**config.mk**
```make
export PLATFORM = sky130hd
export DESIGN_NAME = fetch_unit
export DESIGN_NICKNAME = d
export VERILOG_FILES = /design/src/rtl/fetch_unit.sv
export SDC_FILE = /design/constraint.sdc
export NUM_CORES = 1
export LEC_CHECK = 0
export ABC_AREA = 0
export ABC_CLOCK_PERIOD_IN_PS = 2200
export CORE_UTILIZATION = 45
export DETAILED_ROUTE_END_ITERATION = 16
export PLACE_DENSITY = 0.72
export SYNTH_ARGS = -nofsm -noshare
export SYNTH_HDL_FRONTEND = slang
export SYNTH_SLANG_ARGS = --single-unit
```
**constraint.sdc**
```tcl
create_clock -name clk -period 2.2 [get_ports clk]
set_input_delay 0.33 -clock clk [delete_from_list [all_inputs] [get_ports clk]]
set_output_delay 0.33 -clock clk [all_outputs]
set_load 0.02 [all_outputs]
```
**src/rtl/fetch_unit.sv**
```systemverilog
// Instruction-fetch stage: drives pc to a combinational instruction memory and buffers
// {pc, instr} pairs in a 2-entry queue handed to decode over valid/ready.
module fetch_unit #(
  parameter int unsigned MEM_BYTES = 32,
  parameter logic [31:0] RESET_PC  = 32'h0000_0000
) (
  input  logic        clk,
  input  logic        reset,
  input  logic        fetch_en,
  output logic [31:0] pc,
  input  logic [31:0] instr_in,
  input  logic        redirect_valid,
  input  logic [31:0] redirect_pc,
  output logic        out_valid,
  input  logic        out_ready,
  output logic [31:0] out_pc,
  output logic [31:0] out_instr,
  output logic        align_fault,
  output logic        busy
);

  localparam logic [31:0] PcMask = 32'(MEM_BYTES - 1);

  typedef enum logic [1:0] {StInit, StRun, StHalt} state_e;

  state_e      state_q, state_d;
  logic [31:0] pc_q;
  logic [31:0] q_pc_q    [2];
  logic [31:0] q_instr_q [2];
  logic        wr_ptr_q, rd_ptr_q;
  logic [1:0]  count_q;
  logic        fault_q;

  logic redirect_fire, redirect_bad, enq, deq;

  always_comb begin
    redirect_fire = (state_q == StRun) && redirect_valid;
    redirect_bad  = (redirect_pc[1:0] != 2'b00) || (redirect_pc >= 32'(MEM_BYTES));
    // Enqueue looks at the registered count, so a dequeue at full cannot free a slot this cycle.
    enq = (state_q == StRun) && fetch_en && (count_q < 2'd2) && !redirect_valid;
    deq = out_valid && out_ready && !redirect_fire;
  end

  always_comb begin
    state_d = state_q;
    unique case (state_q)
      StInit: state_d = StRun;
      StRun:  if (redirect_fire && redirect_bad) state_d = StHalt;
      StHalt: state_d = StHalt;
      default: state_d = StInit;
    endcase
  end

  always_ff @(posedge clk or negedge reset) begin
    if (!reset) begin
      state_q  <= StInit;
      pc_q     <= RESET_PC;
      wr_ptr_q <= 1'b0;
      rd_ptr_q <= 1'b0;
      count_q  <= 2'd0;
      fault_q  <= 1'b0;
      for (int i = 0; i < 2; i++) begin
        q_pc_q[i]    <= '0;
        q_instr_q[i] <= '0;
      end
    end else begin
      state_q <= state_d;
      if (redirect_fire) begin
        // Flush wins over both queue ports; a bad target keeps the old pc.
        wr_ptr_q <= 1'b0;
        rd_ptr_q <= 1'b0;
        count_q  <= 2'd0;
        if (redirect_bad) fault_q <= 1'b1;
        else              pc_q    <= redirect_pc;
      end else begin
        if (enq) begin
          q_pc_q[wr_ptr_q]    <= pc_q;
          q_instr_q[wr_ptr_q] <= instr_in;
          wr_ptr_q            <= ~wr_ptr_q;
          pc_q                <= (pc_q + 32'd4) & PcMask;
        end
        if (deq) rd_ptr_q <= ~rd_ptr_q;
        unique case ({enq, deq})
          2'b10:   count_q <= count_q + 2'd1;
          2'b01:   count_q <= count_q - 2'd1;
          default: count_q <= count_q;
        endcase
      end
    end
  end

  always_comb begin
    pc          = pc_q;
    out_valid   = (count_q != 2'd0);
    out_pc      = out_valid ? q_pc_q[rd_ptr_q]    : '0;
    out_instr   = out_valid ? q_instr_q[rd_ptr_q] : '0;
    align_fault = fault_q;
    busy        = (state_q == StRun);
  end

endmodule

```
# [Word level (Yosys, flattened, before mapping)]
# Cells that the tools add are included.
[word_totals] in_bits=69 reg_bits=167 out_inout_bits=99 wordCells=72
[op_classes] eq_ne=6 n_addsub=3 n_reduce_logical=20 order_cmp=5 n_bitwise=5 mux=23
[ops] cell="$mux 32" count=12
[ops] cell="$bwmux 64" count=2
[ops] cell="$demux 32 s1" count=1
[ops] cell="$ge 32x6->1 const B" count=1
[ops] cell="$logic_and 1x1->1" count=8
[ops] cell="$reduce_bool 2->1" count=4
[ops] cell="$pmux 2 s3" count=1
[ops] cell="$reduce_and 2->1" count=3
[ops] cell="$add 5x3->5 const B" count=1
[ops] cell="$eq 2x1->1 const B" count=2
[ops] cell="$eq 2x2->1 const B" count=2
[ops] cell="$ge 2x2->1 const B" count=2
[ops] cell="$mux 1" count=4
[ops] cell="$mux 2" count=2
[ops] cell="$not 1->2" count=2
[ops] cell="$pmux 2 s2" count=1
[ops] cell="$not 1->1" count=3
[ops] cell="$reduce_bool 3->1" count=1
[ops] cell="$add 2x1->2 const B" count=1
[ops] cell="$logic_not 1->1" count=2
[ops] cell="$logic_not 2->1" count=1
[ops] cell="$lt 2x1->1 const B" count=1
[ops] cell="$lt 2x2->1 const B" count=1
[ops] cell="$ne 2x1->1 const B" count=1
[ops] cell="3 further kinds" count=3

# [Depth between registers and ports, before layout]
[logic_depth] word_depth=7 mapped_depth=8 mapped_depth_nobuf=6

# [Least setup slack after synthesis]
# OpenSTA, ideal clock, no wires.
[synth_path] path_type="reg-to-reg" startpoint="register state_q[1]" endpoint="register pc_q[3] (netlist: pc[3])" n_path_buf=1 setup_slack_ns=0.189 required_time_ns=2.075 stages_incl_launch_ff=8 period_less_slack_ns=2.011 setup_time_ns=0.125 t_arrival_ns=1.886 path_cell_list="dfrtp_1 -> inv_1 -> ha_1 -> buf_4 -> nor4bb_1 -> and4_1 -> a21o_1 -> mux2_2"
[synth_between] elab_chain_cells=6 elab_cells_between_ends=9 classes_between="eq/ne (2); mux (1); reduce/logical (6)"
[synth_lines] element="start: declaration" line_no="26" rtl="state_e state_q, state_d;"
[synth_lines] element="start signal: assignment" line_no="56" rtl="state_q <= StInit;"
[synth_lines] element="start signal: assignment" line_no="67" rtl="state_q <= state_d;"
[synth_lines] element="$eq 2x1->1 (*)"
[synth_lines] element="named net busy" line_no="19" rtl="output logic busy"
[synth_lines] element="$logic_and 1x1->1 (3 in series)" line_no="40" rtl="enq = (state_q == StRun) && fetch_en && (count_q < 2'd2) && !redirect_valid;"
[synth_lines] element="$reduce_bool 2->1 (no source line)"
[synth_lines] element="$reduce_and 2->1 (no source line)"
[synth_lines] element="end signal: assignment" line_no="74" rtl="else pc_q <= redirect_pc;"
[synth_lines] element="end signal: assignment" line_no="80" rtl="pc_q <= (pc_q + 32'd4) & PcMask;"
[synth_lines] element="end: declaration" line_no="27" rtl="logic [31:0] pc_q;"
# Mark *: on every way through the listed nets, which the timed path passes. The rest lies on a longest branch.
# A chain may end at the register's enable or synchronous reset.

# [Worst setup path in the final report]
[layout_path] startpoint="register rd_ptr_q" endpoint="output out_instr[30]"
[layout_between] elab_chain_cells=5
[layout_lines] element="start: declaration" line_no="30" rtl="logic wr_ptr_q, rd_ptr_q;"
[layout_lines] element="start signal: assignment" line_no="82" rtl="if (deq) rd_ptr_q <= ~rd_ptr_q;"
[layout_lines] element="$not 1->2 (implied by the code)" line_no="96" rtl="out_instr = out_valid ? q_instr_q[rd_ptr_q] : '0;"
[layout_lines] element="$mux 32 (implied by the code) (3 in series)" line_no="96"
[layout_lines] element="$mux 32" line_no="96"
[layout_lines] element="end: declaration" line_no="17" rtl="output logic [31:0] out_instr,"
# Every way passes these cells. The select of a mux whose other input is x is not followed.

==> results by group <==
Placed design
  • Placed cell count: 919
  • Pre-CTS WS: -0.0159 ns
  • Port Buffers: 167
  • DP Wirelength: 11,200 um
  • RD Place Congestion: 0.776

Detailed routing
  • Antenna-violating nets left: 0
  • WL met1: 7250 um
  • Met2 wire len: 8160 um
  • DR vias: 4,859
  • Drt total wl: 16,500 um
  • 1st-pass router iterations: 4
  • Top layer in use: met4
  • Detailed-route vias per instance: 5.11
  • Initial DRC Count: 151
  • Wire per inst: 17.4 um
  • DRC: 0
  • Met3 Wirelength: 900 um

Flow run
  • Max-cap viol count: 0

Critical path
  • FF-to-FF setup slack: 0.24 ns
  • Critical Path Source: rd_ptr_q
  • Largest fanout on the critical path: 29
  • Required @ worst endpoint: 1.87 ns
  • Cell at the slowest stage of the critical path: dfrtp_4
  • Crit Reg-Reg Endpoint: pc[31]
  • Worst path cell trace: buf_16, mux2i_1, nor2_1, dlygate4sd2_1
  • Setup crit end: out_instr[30]
  • Crit. End Element: output pin
  • R2r startpoint: state_q[0]
  • Worst R2R Path Depth: 5
  • CP max stage delay: 0.55 ns
  • Setup CP Type: register to output pin
  • Startpoint types: register
  • Worst EP arrival: 1.81 ns

Layout
  • Final Non-Filler Cells: 951
  • N_diodes: 0
  • Final-layout fill cell count: 1,256
  • P&R area growth vs syn: 35.6%
  • Layout Nets: 796
  • Core Util, Final: 62.7%
  • Fraction of layout cells with a size suffix above 1: 21.0%

STA
  • Rel. slew slack: 51.6%
  • Final setup TNS: 0 ns
  • Endpoints failing hold: 0
  • Final Critical Period: 2.14 ns
  • Setup ws final: 0.0619 ns
  • Skew final: 0.00646 ns
  • F_max: 0.468 GHz
  • Least-Margin Pin Slew: 0.724 ns
  • RSZ-0062 raised after global routing: yes
  • Period utilisation layout: 97.2%
  • Final setup viols: 0
  • Slew Viols, Final: 0

Logic synthesis
  • Number of synthesized flops with an enable pin: 0
  • Post-synth top area share: 56.7%
  • Asr flop ratio synth: 100%
  • Synth warn: 0
  • Post-Synthesis Cells: 547
  • Dominant cell by count in the synthesized netlist: dfrtp_1
  • Area of the mapped netlist: 0.00737 mm^2
  • Unique masters post-synth: 42
  • Largest cells by area after synthesis: dfrtp_1 57%, mux2_2 12%, mux2i_1 8.7%, mux2_1 7.5%, nor2_1 3.4%
  • Synth cell count leaders: 167 x dfrtp_1, 81 x mux2_2, 67 x nor2_1
  • #FFs+latches synth: 167
  • Register area share after synthesis: 56.7%
  • Syn Area/Cell: 13.5 um^2
  • Yosys top cell by area: dfrtp_1
  • Main flop type after synthesis: dfrtp_1
  • Syn nets: 619

Pwr
  • PwrDens: 999 mW/mm^2
  • Cell leakage power: 4.83 nW
  • Overall power: 9.99 mW
  • Max VDD drop: 636 uV

Die
  • Starting Density: 46.3%
  • Core Rows: 46
  • Core ar.: 0.0159 mm^2
  • Die Area: 0.0169 mm^2
  • Ports: 168
  • Die Wd: 130 um
  • Die height: 130 um

Global route
  • Largest net degree at the start of global routing: 57
  • Number of antenna violations at the first check in global routing: 0
  • Aggregate global routing overflow: 0
  • Total track usage: 20.7%
  • First-pass GRT wire length: 26,400 um
  • Vias in the first global route: 5,217

Clock tree
  • H-tree levels: 4
  • Clock transition at path regs: 0.06 ns
  • Clock Sinks: 167
  • Clock buffer depth: 2
  • Worst-Skew Late Latency: 0.42 ns
  • Clk root buf: clkbuf_16
  • CTS buffer count: 17
  • CTS tree: built

Run status
  • Outcome: complete, no violations

Worst hold path
  • Min-delay worst type: primary input to async pin
-- worst min-delay path by stage --
stage,end,cells past startpoint
detailed placement,q_pc_q[0],1
global route,q_instr_q[54],2
CTS,q_instr_q[48],2
global placement,q_instr_q[27],1
floorplan,align_fault,0
finish,q_instr_q[59],2
-- per-stage QoR --
stage               hold slack (ns)  instance area [um^2]
CTS                           0.469                 10000
global route                  0.488                 10000
detailed placement            0.336                  9450
floorplan                    0.0344                  7370
global placement              0.324                  9450
finish                        0.459                 10000
-- registers in the layout (all words and copies together), names as in the netlist --
register     cells
align_fault      1
count_q          2
pc              32
q_instr_q       64
q_pc_q          64
rd_ptr_q         1
state_q          2
wr_ptr_q         1
-- critical path, delay by kind of cell, from the launching register on --
family	cells	cell delay (ns)
multiplexers	1	0.14
flip-flops	1	0.55
buffers and inverters	2	0.58
AND/OR/NAND/NOR	1	0.10
-- report_power, final --
| part | leakage (nW) | switching, mW | internal [mW] |
|---|---|---|---|
| clock | 0.295 | 1.13 | 1.94 |
| combinational | 2.30 | 1.36 | 1.41 |
| sequential | 2.23 | 0.402 | 3.75 |
-- area by class of cell --
| cell class | instances | area, um^2 | area share [%] |
|---|---|---|---|
| inverters | 7 | 26.3 | 0.263 |
| flip-flops and latches | 167 | 4180 | 41.8 |
| clock inverters | 9 | 150 | 1.50 |
| well taps | 216 | 270 | 2.70 |
| clock buffers | 21 | 460 | 4.60 |
| repair buffers | 189 | 1900 | 19.0 |
| multi-input cells | 342 | 3010 | 30.1 |
-- logic make-up (layout without fill, tap and decap cells) --
logic type / count (synthesis) / count (layout) / share of synthesized area [%]
fa+ha+maj: 3 / 3 / 0.509
mux: 196 / 196 / 28.9
buf+inv: 38 / 226 / 2.73
simple gates: 125 / 125 / 8.94
compound gates: 17 / 17 / 2.09
xor+xnor: 1 / 1 / 0.119
flops: 167 / 167 / 56.7
-- what timing repair did --
| action | CTS | global route |
|---|---|---|
| resized for setup | 70 | 18 |
| pin swaps | 0 | 0 |
| setup endpoints to repair | 66 | 17 |
| hold endpoints to repair | 52 | 0 |
| hold buffers | 1 | 0 |
| setup buffers | 1 | 0 |
-- metal layers --
layer / up-vias / GRT usage [%]
met5: - / 0
li1: 2254 / -
met2: 123 / 35.7
met3: 19 / 6.11
met4: 0 / 6.84
met1: 2463 / 24.8
-- cell usage in the layout (no fill, tap or decap), types with 4 or more instances in the layout --
cell,n
mux2_1,49
bufinv_16,4
clkdlybuf4s15_1,8
mux2_2,81
mux2i_1,64
nor2_1,66
buf_12,10
inv_1,7
and2_1,27
buf_4,8
dlygate4sd2_1,53
dfrtp_1,166
nand2_1,7
clkdlybuf4s50_1,100
clkbuf_16,17
nor4_2,4
clkbuf_2,5
Note: power is estimated with default switching activity, not from simulation.
